`config.mk`:
```
export PLATFORM = sky130hd
export DESIGN_NAME = l2_arbiter
export DESIGN_NICKNAME = d
export VERILOG_FILES = /design/src/rtl/l2_arbiter.sv
export SDC_FILE = /design/constraint.sdc
export NUM_CORES = 1
export LEC_CHECK = 0
export CELL_PAD_IN_SITES_DETAIL_PLACEMENT = 0
export CELL_PAD_IN_SITES_GLOBAL_PLACEMENT = 2
export CORE_AREA = 2 2 555 557
export DETAILED_ROUTE_END_ITERATION = 8
export DIE_AREA = 0 0 557 559
export HOLD_SLACK_MARGIN = 0.02
export PLACE_DENSITY = 0.52
export SETUP_SLACK_MARGIN = 0.3
export SYNTH_ARGS = -nofsm -noshare
export SYNTH_HDL_FRONTEND = slang
export SYNTH_SLANG_ARGS = --single-unit
```
`constraint.sdc`:
```
create_clock -name clk -period 5.33 [get_ports clk]
set_input_delay 0.533 -clock clk [delete_from_list [all_inputs] [get_ports clk]]
set_output_delay 0.533 -clock clk [all_outputs]
set_load 0.01 [all_outputs]
```
`src/rtl/l2_arbiter.sv`:
```
// l2_arbiter: shares the l2_cache line port between the L1 I-cache and D-cache.
// Registered request/response path with round-robin or fixed-D arbitration.
module l2_arbiter #(
    parameter int ADDR_W   = 32,
    parameter int LINE_W   = 256,
    parameter int OFFSET_W = 5,
    parameter int ARB_MODE = 0,
    parameter int CNT_W    = 16
) (
    input  logic              clk,
    input  logic              rst,
    input  logic [ADDR_W-1:0] i_mem_address,
    input  logic              i_mem_read,
    output logic [LINE_W-1:0] i_mem_rdata256,
    output logic              i_mem_resp,
    input  logic [ADDR_W-1:0] d_mem_address,
    input  logic              d_mem_read,
    input  logic              d_mem_write,
    input  logic [LINE_W-1:0] d_mem_wdata256,
    output logic [LINE_W-1:0] d_mem_rdata256,
    output logic              d_mem_resp,
    output logic [ADDR_W-1:0] l2_mem_address,
    output logic              l2_mem_read,
    output logic              l2_mem_write,
    output logic [LINE_W-1:0] l2_mem_wdata256,
    input  logic [LINE_W-1:0] l2_mem_rdata256,
    input  logic              l2_mem_resp,
    output logic              busy,
    output logic [CNT_W-1:0]  i_grant_cnt,
    output logic [CNT_W-1:0]  d_grant_cnt
);

    localparam logic [1:0] IDLE    = 2'd0;
    localparam logic [1:0] SERVE_I = 2'd1;
    localparam logic [1:0] SERVE_D = 2'd2;
    localparam logic [1:0] RESP    = 2'd3;

    localparam logic FIXED_D = (ARB_MODE != 0);
    localparam logic [CNT_W-1:0] CNT_ONE = {{(CNT_W-1){1'b0}}, 1'b1};

    logic [1:0]        state_q, state_d;
    logic              last_d_q, last_d_d;
    logic              sel_d_q, sel_d_d;
    logic [ADDR_W-1:0] addr_q, addr_d;
    logic              rd_q, rd_d;
    logic              wr_q, wr_d;
    logic [LINE_W-1:0] wdata_q, wdata_d;
    logic [LINE_W-1:0] irdata_q, irdata_d;
    logic [LINE_W-1:0] drdata_q, drdata_d;
    logic              iresp_q, iresp_d;
    logic              dresp_q, dresp_d;
    logic              busy_q, busy_d;
    logic [CNT_W-1:0]  icnt_q, icnt_d;
    logic [CNT_W-1:0]  dcnt_q, dcnt_d;

    logic req_i, req_d, gnt_i, gnt_d;

    assign req_i = i_mem_read;
    assign req_d = d_mem_read | d_mem_write;
    // on a tie D wins when it has fixed priority or when I was served last
    assign gnt_d = req_d & (~req_i | FIXED_D | ~last_d_q);
    assign gnt_i = req_i & ~gnt_d;

    // next-state: arbitration in IDLE, hold during SERVE, one-cycle resp pulse
    always_comb begin
        state_d  = state_q;
        last_d_d = last_d_q;
        sel_d_d  = sel_d_q;
        addr_d   = addr_q;
        rd_d     = rd_q;
        wr_d     = wr_q;
        wdata_d  = wdata_q;
        irdata_d = irdata_q;
        drdata_d = drdata_q;
        iresp_d  = 1'b0;
        dresp_d  = 1'b0;
        icnt_d   = icnt_q;
        dcnt_d   = dcnt_q;
        unique case (state_q)
            IDLE: begin
                if (gnt_d) begin
                    state_d  = SERVE_D;
                    last_d_d = 1'b1;
                    sel_d_d  = 1'b1;
                    addr_d   = {d_mem_address[ADDR_W-1:OFFSET_W],
                                {OFFSET_W{1'b0}}};
                    wr_d     = d_mem_write;
                    rd_d     = d_mem_read & ~d_mem_write;
                    wdata_d  = d_mem_wdata256;
                    if (~&dcnt_q) dcnt_d = dcnt_q + CNT_ONE;
                end else if (gnt_i) begin
                    state_d  = SERVE_I;
                    last_d_d = 1'b0;
                    sel_d_d  = 1'b0;
                    addr_d   = {i_mem_address[ADDR_W-1:OFFSET_W],
                                {OFFSET_W{1'b0}}};
                    wr_d     = 1'b0;
                    rd_d     = 1'b1;
                    wdata_d  = '0;
                    if (~&icnt_q) icnt_d = icnt_q + CNT_ONE;
                end
            end
            SERVE_I, SERVE_D: begin
                if (l2_mem_resp) begin
                    state_d = RESP;
                    rd_d    = 1'b0;
                    wr_d    = 1'b0;
                    if (sel_d_q) begin
                        drdata_d = l2_mem_rdata256;
                        dresp_d  = 1'b1;
                    end else begin
                        irdata_d = l2_mem_rdata256;
                        iresp_d  = 1'b1;
                    end
                end
            end
            RESP: begin
                state_d = IDLE;
            end
            default: begin
                state_d = IDLE;
            end
        endcase
        busy_d = (state_d != IDLE);
    end

    // state and output registers; reset drops any in-flight transaction
    always_ff @(posedge clk or negedge rst) begin
        if (!rst) begin
            state_q  <= IDLE;
            last_d_q <= 1'b1;
            sel_d_q  <= 1'b0;
            addr_q   <= '0;
            rd_q     <= 1'b0;
            wr_q     <= 1'b0;
            wdata_q  <= '0;
            irdata_q <= '0;
            drdata_q <= '0;
            iresp_q  <= 1'b0;
            dresp_q  <= 1'b0;
            busy_q   <= 1'b0;
            icnt_q   <= '0;
            dcnt_q   <= '0;
        end else begin
            state_q  <= state_d;
            last_d_q <= last_d_d;
            sel_d_q  <= sel_d_d;
            addr_q   <= addr_d;
            rd_q     <= rd_d;
            wr_q     <= wr_d;
            wdata_q  <= wdata_d;
            irdata_q <= irdata_d;
            drdata_q <= drdata_d;
            iresp_q  <= iresp_d;
            dresp_q  <= dresp_d;
            busy_q   <= busy_d;
            icnt_q   <= icnt_d;
            dcnt_q   <= dcnt_d;
        end
    end

    assign i_mem_rdata256  = irdata_q;
    assign i_mem_resp      = iresp_q;
    assign d_mem_rdata256  = drdata_q;
    assign d_mem_resp      = dresp_q;
    assign l2_mem_address  = addr_q;
    assign l2_mem_read     = rd_q;
    assign l2_mem_write    = wr_q;
    assign l2_mem_wdata256 = wdata_q;
    assign busy            = busy_q;
    assign i_grant_cnt     = icnt_q;
    assign d_grant_cnt     = dcnt_q;

endmodule

```
After elaboration in Yosys (flattened, before gate mapping)
Cells that the tools add are included.

cells by class
  equal/unequal tests = 5
  reductions and logical operators = 13
  add/subtract/negate cells = 2
  bitwise gates (word level) = 12
  multiplexer cells = 22

operators with widths
  kind                     count
  $mux W256                2
  $mux W32                 2
  $add A16 B1 Y16 const B  2
  $reduce_and A16 Y1       2
  $mux W1                  12
  $reduce_and A3 Y1        4
  $not A1 Y1               7
  $mux W2                  3
  $pmux W2 S3              1
  $reduce_bool A2 Y1       3
  $eq A2 B2 Y1 const B     2
  $pmux W1 S2              2
  $reduce_and A4 Y1        1
  $and A1 B1 Y1            3
  $ne A3 B3 Y1 const B     1
  $eq A2 B1 Y1 const B     1
  $logic_not A2 Y1         1
  $ne A2 B2 Y1 const B     1
  $or A1 B1 Y1             2
  $reduce_and A2 Y1        1
  $reduce_or A2 Y1         1

storage, ports and cells
  input port bits = 582
  logic and storage cells = 68
  flip-flop bits (word level) = 841

Depth between registers and ports, before layout
Gate-level depths: netlist of the first run.

  depth after elaboration = 9
  depth in mapped cells = 11
  mapped depth without buffers = 7

Worst setup path before layout of the first run
OpenSTA, ideal clock, no wires.

  kind = register -> register
  start = register dcnt_q[0], in the netlist d_grant_cnt[0]
  end = register dcnt_q[1], in the netlist d_grant_cnt[1]
  setup time = 0.125 ns
  stages on the path, launching flop included = 7
  buffers on the path = 1
  data arrival time = 1.716 ns
  slack = 3.489 ns
  cells stage by stage = dfrtp_1 ha_1 nand2_1 or2_2 buf_1 o31ai_4 mux2_4

between the ends
  word-level cells in the longest chain between the ends = 3
  elaborated cells on any way between the ends = 4

ends and longest elaborated chain
  element                                                                  line  text
  from (decl)                                                              54    logic [CNT_W-1:0] dcnt_q, dcnt_d;
  from (signal assigned)                                                   158   dcnt_q <= dcnt_d;
  parallel branches: the longest is 3 deep, another holds $add A16 B1 Y16  -

Parallel ways; which one is timed is not known.
A chain may end at the register's enable or synchronous reset.

Final worst setup path of the first run
  start = register state_q[0]
  end = register irdata_q[73], in the netlist i_mem_rdata256[73]

between the ends
  word-level cells in the longest chain between the ends = 3
  elaborated cells on any way between the ends = 4

ends and longest elaborated chain
  element                                       line  text
  from (decl)                                   41    logic [1:0] state_q, state_d;
  from (signal assigned)                        145   state_q <= state_d;
  $eq A2 B1 Y1 or $eq A2 B2 Y1 (tied branches)  79    unique case (state_q)
  $reduce_or A2 Y1 (*)                          79
  $reduce_and A3 Y1 (no line) (*)               -
  to (signal assigned)                          152   irdata_q <= irdata_d;
  to (decl)                                     48    logic [LINE_W-1:0] irdata_q, irdata_d;

Every way passes the cells marked *; elsewhere a longest branch is shown, timed or not.

==> results of run 1 <==
## worst min-delay path, delay by kind of cell
| kind | cells | cell delay [ns] |
|---|---|---|
| compound gates | 1 | 0.05 |
| simple gates | 1 | 0.06 |
| buf+inv | 1 | 0.40 |
## path summary, 6_finish.rpt
kind / startpoint / endpoint / slack, ns / cells past startpoint
worst max-delay path: state_q[0] / i_mem_rdata256[73] / 2.08 / 8
worst min-delay path: d_mem_wdata256[191] / l2_mem_wdata256[191] / 0.25 / 3
worst max register to register: state_q[0] / i_mem_rdata256[73] / 2.08 / 8
worst min register to register: d_mem_rdata256[217] / d_mem_rdata256[217] / 0.47 / 2
max in group asynchronous: rst / d_mem_rdata256[7] / 3.61 / 3
min in group asynchronous: rst / l2_mem_wdata256[53] / 0.36 / 2
## cell families after synthesis
kind of cell,after synthesis
AOI/OAI and AO/OA,312
other,1
xor gates and xnor gates,25
buffers and inverters,229
muxes,34
and+or+nand+nor,2147
adders and majority gates,4
DFF,836
## metal layers
metal | vias to the layer above | global-route usage
met5 | - | 0
met4 | 124 | 0.0248
met3 | 342 | 0.0759
met2 | 1234 | 0.219
met1 | 14500 | 0.153
li1 | 13900 | -
## where the power goes
part / total [mW] / switching, mW / internal (mW) / leakage [nW]
Sequential: 10.8 / 1.71 / 9.12 / 10.6
Combinational: 14.8 / 8.32 / 6.49 / 12.1
Clock: 8.28 / 3.29 / 4.99 / 2.00
## layout make-up
class                   instances  area, sq um  area share
diodes                         29         72.6     0.00131
clock buffers                 174         3520      0.0636
clock inverters                43          510     0.00922
inverters                      10         52.6    0.000949
multi-input cells            2527        10500       0.190
flip-flops and latches        836        20900       0.378
well taps                    4100         5130      0.0926
repair buffers               1451        14600       0.264
## what timing repair did
action	CTS	global route
setup buffers	0	0
hold buffers	1	0
endpoints found under the hold margin	48	0
## cell usage in the layout (no fill, tap or decap), drive strengths merged, types with 26 or more instances in the layout
| master | instances |
|---|---|
| nand2 | 2091 |
| clkdlybuf4s50 | 1402 |
| dfrtp | 835 |
| o21ai | 286 |
| clkbuf | 174 |
| buf | 48 |
| diode | 29 |
| mux2i | 29 |
| clkinv | 26 |
## sequential cells by signal (all words and copies together) (netlist names)
register / cells
busy: 1
d_grant_cnt: 16
d_mem_rdata256: 256
d_mem_resp: 1
i_grant_cnt: 16
i_mem_rdata256: 256
i_mem_resp: 1
l2_mem_address: 27
l2_mem_read: 1
l2_mem_wdata256: 256
l2_mem_write: 1
last_d_q: 1
sel_d_q: 1
state_q: 2
## through the flow
step / cell area [sq um] / setup slack [ns] / std cells / util
detailed placement: 51300 / 1.73 / 8923 / 0.168
CTS: 55300 / 1.96 / 9141 / 0.181
global placement: 51300 / 1.67 / 8923 / 0.168
floorplan: 32600 / 3.49 / 3592 / -
finish: 55400 / 2.08 / 9170 / 0.182
global route: 55300 / 1.78 / 9144 / 0.181
==> impl_metrics.toml, run 1 <==
[route]
top_layer = "met5"
viasPerCell = 3.28
routed-wl-met2_um = 98400
drt-initial-drc-count = 1598
wl_met1_um = 83000
drt.antenna.violating_nets = 0
drc = 0
first_pass_iters = 5
num_vias = 30100
wl_per_cell_um = 23.4
routed_wl_um = 215000
met3WireLength_um = 28900

[logic_synthesis]
syn_area_per_cell_sq_um = 9.08
ys_warn_count = 0
syn-cell-area_sq_um = 32600
synth_enable_flop_cells = 0
synth.most_common_cell = "nand2_1"
yosysTopAreaCell = "dfrtp_1"
synth.area.mux_share = 0.0108
synth_xor_area_frac = 0.00672
yosys.area.top_type_share = 0.642
synth_top_family_by_area = "simple AND/OR/NAND/NOR gates"
netlist_top_cells_area = "dfrtp_1 64%, nand2_1 24%, o21ai_0 3.5%"
ys.flop_type = "dfrtp_1"
synth_commonest_cells = "2091 x nand2_1, 835 x dfrtp_1, 228 x o21ai_0, 128 x clkbuf_1, 58 x o21ai_1"
synth_cells = 3588
synth.yosys.seq_area_share = 0.643
synth_cell_types = 52
yosys.area_share.simple = 0.252
async_reset_ff_frac = 1.00
synth_adder_area_share = 0.00154
synth_compound_area_frac = 0.0507
ys_ff_latch = 836

[clock_network]
htree_levels = 3
cts_buffer_depth = 4
cts_tree = "built"
clk_pin_slew_ns = 0.06
cts_root_buf = "clkbuf_16"
ctsResizeCount = 0
insertion_delay_ns = 0.83
cts_buffers = 118
clkSinkCount = 836

[power]
power_density_nw_per_um2 = 612
total_power_mw = 33.9
power.leakage_nw = 24.6
peakVddDrop_v = 0.000255

[critical_path]
cp.buffers_inverters = 3
crit_required_ns = 6.08
path_class = "reg -> reg"
worst_path_most_repeated_cell = "nand2_1"
worst-path-max-fanout = 145
crit_arrival_ns = 4.00
crit_path_max_incr_delay_ns = 0.60
cpLargestDelayFamily = "buffers and inverters"
end_kind = "register"
crit_path_cell_trace = "inv_1 > ha_1 > nand2_1 > or2_4 > buf_4 > buf_12 > nand2_1 > nand2_1"
slowest_stage = "buf_4"
startpoint_type = "register"

[final_layout]
nFillCells = 34000
layout.nets = 5530
syn2layout_area_growth_pct = 70.1
drive_gt1_frac = 0.0534

[sta]
fmax_ghz = 0.308
min_period_over_period = 0.610
tns_ns = 0
drv_slew = 0
timing.hold.ws_ns = 0.245
rsz0062_at_grt = "no"
tightest_slew_ns = 1.12
finalHoldViolCount = 0
period_minus_slack_ns = 3.25
finalSetupViolations = 0
maxSlewHeadroom = 0.256
skew_ns = 0.0361

[floorplan]
core_area_sq_um = 305000
die_x_um = 557
top_level_ports = 1419
dieHeight_um = 559
start_util = 0.107
dieArea_sq_um = 311000
rows = 203

[global_routing]
antenna_found_initial = 125
grt_pass1_wl_um = 288000
grt_use_total = 0.134
grt_max_degree = 146
grt_remaining_overflow = 0
grt_pass1_vias = 30900

[placement]
gp_congestion = 0.885
port_buffers = 1403
place_hpwl_um = 168000

[flow_run]
drv_cap = 0

[min_path]
worstHoldPathType = "in -> reg"

[status]
status = "finished clean"
Note: power is estimated with default switching activity, not from simulation.
==> run 2: changes to the inputs <==
- CORE_AREA: 2 2 555 557 -> 2 2 561 563
- DIE_AREA: 0 0 557 559 -> 0 0 563 565
- clock period: 5.33 -> 3 ns (I/O delays scaled with it)
==> run 2 against run 1 <==
  * Clock-buffer cell count decreased by 3
  * Utilization increased by 1.3 points
  * Fmax increased by 37%
  * Critical path type unchanged
==> impl_metrics.toml, run 2 (synthesized netlist as in run 1, its figures left out) <==
[final_layout]
final_common_cell = "nand2_1"
drive_gt1_frac = 0.0599
layout.nets = 6043
multi_input_area_sq_um = 10500
nFillCells = 34700
final_area_sq_um = 60500
seq_area_sq_um = 20900
syn2layout_area_growth_pct = 85.7
layout_common_cells = "2091 x nand2_1, 1402 x clkdlybuf4s50_1, 835 x dfrtp_1, 433 x dlygate4sd3_1, 228 x o21ai_0"
postLayoutCoreUtil = 0.194

[power]
peakVddDrop_v = 0.000472
power_density_nw_per_um2 = 1020
power.leakage_nw = 26.8

[route]
routed_wl_um = 221000
wl_per_cell_um = 22.7
viasPerCell = 3.30
drc = 0
drt-initial-drc-count = 1624
drt.antenna.violating_nets = 0
first_pass_iters = 5
num_vias = 32100

[sta]
rsz0062_at_grt = "no"
skew_ns = 0.0282
tightest_slew_ns = 0.886
setup_ws_ns = 0.623
fmax_ghz = 0.421
finalSetupViolations = 0
maxSlewHeadroom = 0.408
tns_ns = 0
drv_slew = 0
finalHoldViolCount = 0
period_minus_slack_ns = 2.38
min_period_over_period = 0.792

[min_path]
hold_path_depth = 3
worstHoldPathType = "in -> reg"

[placement]
placed_area_sq_um = 52200
place_hpwl_um = 177000
port_buffers = 1403
gp_congestion = 0.878
place_ws_ns = 0.381

[floorplan]
core_area_sq_um = 311000
die_x_um = 563
start_util = 0.105
dieHeight_um = 565
dieArea_sq_um = 318000
top_level_ports = 1419
rows = 205

[clock_network]
insertion_delay_ns = 0.83
clk_pin_slew_ns = 0.06
clkSinkCount = 836
cts_root_buf = "clkbuf_16"
cts_tree = "built"
ctsResizeCount = 0
cts_buffer_depth = 4
cts_buffers = 118
htree_levels = 3
cts_setup_buffers = 0

[global_routing]
grt_pass1_wl_um = 297000
grt_remaining_overflow = 0
antenna_found_initial = 129
grt_use_total = 0.135
grt_max_degree = 177
grt_pass1_vias = 33600

[critical_path]
reg2reg_depth = 7
path_class = "reg -> reg"
worst-path-max-fanout = 57
crit_arrival_ns = 3.15
end_kind = "register"
crit_required_ns = 3.77
startpoint_type = "register"

[flow_run]
drv_cap = 0

[status]
status = "finished clean"
[run 2: metal layers]
| layer | vias to the layer above | part of all wire | GRT usage |
|---|---|---|---|
| li1 | 15000 | - | - |
| met1 | 15500 | 0.41 | 0.162 |
| met2 | 1258 | 0.45 | 0.217 |
| met3 | 337 | 0.11 | 0.0631 |
| met4 | 104 | 0.023 | 0.0303 |
| met5 | - | 0.0030 | 0 |
[run 2: layout make-up]
class                      instances  area share
multi-input combinational       2527       0.174
timing repair buffer            1964       0.328
sequential                       836       0.346
antenna                           41     0.00170
tap                             4140      0.0857
clock buffer                     171      0.0564
inverter                          10    0.000869
clock inverter                    34     0.00724
[run 2: report_power, final]
group	switching (mW)	internal, mW
combinational	15.4	12.4
sequential	3.07	16.2
clock	5.89	8.43
total	24.3	37.1
[run 2: final timing paths]
kind / startpoint / endpoint / slack (ns)
min reg2reg: d_mem_rdata256[203] / d_mem_rdata256[203] / 0.47
max reg2reg: state_q[0] / d_mem_rdata256[13] / 0.62
max: state_q[0] / d_mem_rdata256[13] / 0.62
min: d_mem_wdata256[96] / l2_mem_wdata256[96] / 0.09
max in group asynchronous: rst / l2_mem_address[20] / 0.82
min in group asynchronous: rst / l2_mem_wdata256[39] / 0.60
[run 2: worst max-delay path: stages (launching register included)]
cell,delay (ns)
dfrtp_1,0.37
inv_1,0.07
ha_1,0.43
nand3_4,0.18
buf_4,0.29
buf_4,0.65
nand2_1,0.14
nand2_1,0.09
[run 2: through the flow]
stage                     power, mW  hold WS, ns  std cells
after detailed placement       47.4        0.322       9044
final                          61.4       0.0900       9723
after floorplan                29.1      0.00441       3592
after CTS                      63.0       0.0202       9682
after global routing           65.6       0.0492       9690
after global placement         47.4        0.326       9044
[run 2: timing repair]
action                                 in CTS  in global routing
setup endpoints to repair                   0                  0
endpoints found under the hold margin    1034                  0
hold buffers                              433                  0
==> run 3: changes to the inputs <==
- CORE_AREA: 2 2 561 563 -> 2 2 549 551
- DIE_AREA: 0 0 563 565 -> 0 0 551 553
- PLACE_DENSITY: 0.52 -> 0.54
- clock period: 3 -> 2 ns (I/O delays scaled with it)
==> run 3 against run 2 <==
  * Utilization increased by 1.5 points
  * Clock skew increased by 0.020 ns
  * Cell count increased by 0.23%
  * Highest routed layer unchanged
  * Critical path depth increased by 2
  * Clock-buffer cell count decreased by 6
  * Flip-flop and latch count unchanged
  * Clock power increased by 47%
  * Setup slack got worse by 0.62 ns
  * Worst hold slack got worse by 0.0090 ns
==> impl_metrics.toml, run 3 (synthesized netlist as in run 1, its figures left out) <==
[route]
routed_wl_um = 206000
num_vias = 32500
drc = 0
first_pass_iters = 5
drt-initial-drc-count = 1758
viasPerCell = 3.33
drt.antenna.violating_nets = 0
wl_per_cell_um = 21.2

[placement]
gp_congestion = 0.862
place_hpwl_um = 162000
port_buffers = 1403
placed_area_sq_um = 52800

[sta]
tns_ns = 0
period_minus_slack_ns = 1.99
rsz0062_at_grt = "yes"
fmax_ghz = 0.502
timing.hold.ws_ns = 0.0810
finalSetupViolations = 0
drv_slew = 0
min_period_over_period = 0.997
finalHoldViolCount = 0
maxSlewHeadroom = 0.532
tightest_slew_ns = 0.702
skew_ns = 0.0480

[clock_network]
insertion_delay_ns = 0.83
cts_buffers = 115
htree_levels = 3
cts_root_buf = "clkbuf_16"
clkSinkCount = 836
clk_pin_slew_ns = 0.06
cts_buffer_depth = 4
cts_tree = "built"

[floorplan]
die_x_um = 551
dieHeight_um = 553
rows = 201
core_area_sq_um = 299000
top_level_ports = 1419
dieArea_sq_um = 305000
start_util = 0.109

[critical_path]
end_kind = "register"
worst-path-max-fanout = 7
crit_arrival_ns = 2.67
startpoint_type = "register"
path_class = "reg -> reg"
crit_required_ns = 2.68

[global_routing]
grt_pass1_wl_um = 276000
grt_pass1_vias = 33500
grt_use_total = 0.127
antenna_found_initial = 65
grt_max_degree = 80
grt_remaining_overflow = 0

[min_path]
worstHoldPathType = "in -> reg"

[final_layout]
nFillCells = 33100
drive_gt1_frac = 0.110
syn2layout_area_growth_pct = 92.3
layout_common_cells = "1980 x nand2_1, 816 x dfrtp_1, 745 x dlygate4sd2_1, 582 x clkdlybuf4s50_1, 534 x dlygate4sd3_1"
layout.nets = 6254
final_area_sq_um = 62600
final_common_cell = "nand2_1"

[power]
power.leakage_nw = 30.6
total_power_mw = 90.7
peakVddDrop_v = 0.000677
power_density_nw_per_um2 = 1450

[status]
status = "finished clean"

[flow_run]
drv_cap = 0
[run 3: layout make-up]
cell class,instances,area (sq um),share of cell area
Tap cell,3958,4950,0.0791
Inverter,10,71.3,0.00114
Timing Repair Buffer,2177,21800,0.348
Clock buffer,165,3310,0.0528
Antenna cell,28,70.1,0.00112
Multi-Input combinational cell,2527,11000,0.175
Clock inverter,43,482,0.00769
Sequential cell,836,20900,0.335
Timing Repair inverter,1,11.3,0.000180
[run 3: path summary, 6_finish.rpt]
| check | from | endpoint | slack [ns] | cells after the start |
|---|---|---|---|---|
| max in group asynchronous | rst | d_mem_rdata256[94] | 0.86 | 3 |
| max reg2reg | state_q[0] | i_mem_rdata256[3] | 0.007 | 9 |
| max | state_q[0] | i_mem_rdata256[3] | 0.007 | 9 |
| min | d_mem_wdata256[158] | l2_mem_wdata256[158] | 0.08 | 3 |
| min reg2reg | i_mem_rdata256[71] | i_mem_rdata256[71] | 0.46 | 2 |
| min in group asynchronous | rst | i_mem_rdata256[116] | 0.29 | 3 |
[run 3: critical path: stages (launching register included)]
cell       delay (ns)
dfrtp_1          0.37
inv_2            0.06
ha_4             0.29
nand2_2          0.04
or2_4            0.33
buf_12           0.18
clkbuf_16        0.19
clkbuf_16        0.19
nand2_1          0.08
nand2_1          0.05
[run 3: power breakdown]
| group | switching (mW) | total (mW) | internal (mW) |
|---|---|---|---|
| Combinational | 24.0 | 41.0 | 17.0 |
| Sequential | 4.38 | 28.7 | 24.3 |
| Clock | 8.57 | 21.0 | 12.4 |
[run 3: routing by layer]
layer  wire length, um  GRT usage  share of wire
met1             83800      0.147           0.41
met4              4290     0.0276          0.021
met5               243          0         0.0012
met3             16400     0.0423          0.079
met2            102000      0.224           0.49
[run 3: per-stage QoR]
stage                     std cells  worst slack (ns)  utilization
after floorplan                3592             0.265            -
after global placement         8928           -0.0728        0.177
after detailed placement       8928           -0.0860        0.177
after CTS                      9680            0.0159        0.205
after global routing           9733           -0.0632        0.209
final                          9745           0.00688        0.210
[run 3: what timing repair did]
action | CTS | global route
gates cloned | 2 | 30
endpoints found under the setup margin | 1393 | 1365
gates resized for setup | 1096 | 206
setup buffers | 8 | 7
hold buffers | 534 | 0
hold endpoints to repair | 1442 | 0
pin swaps | 0 | 90
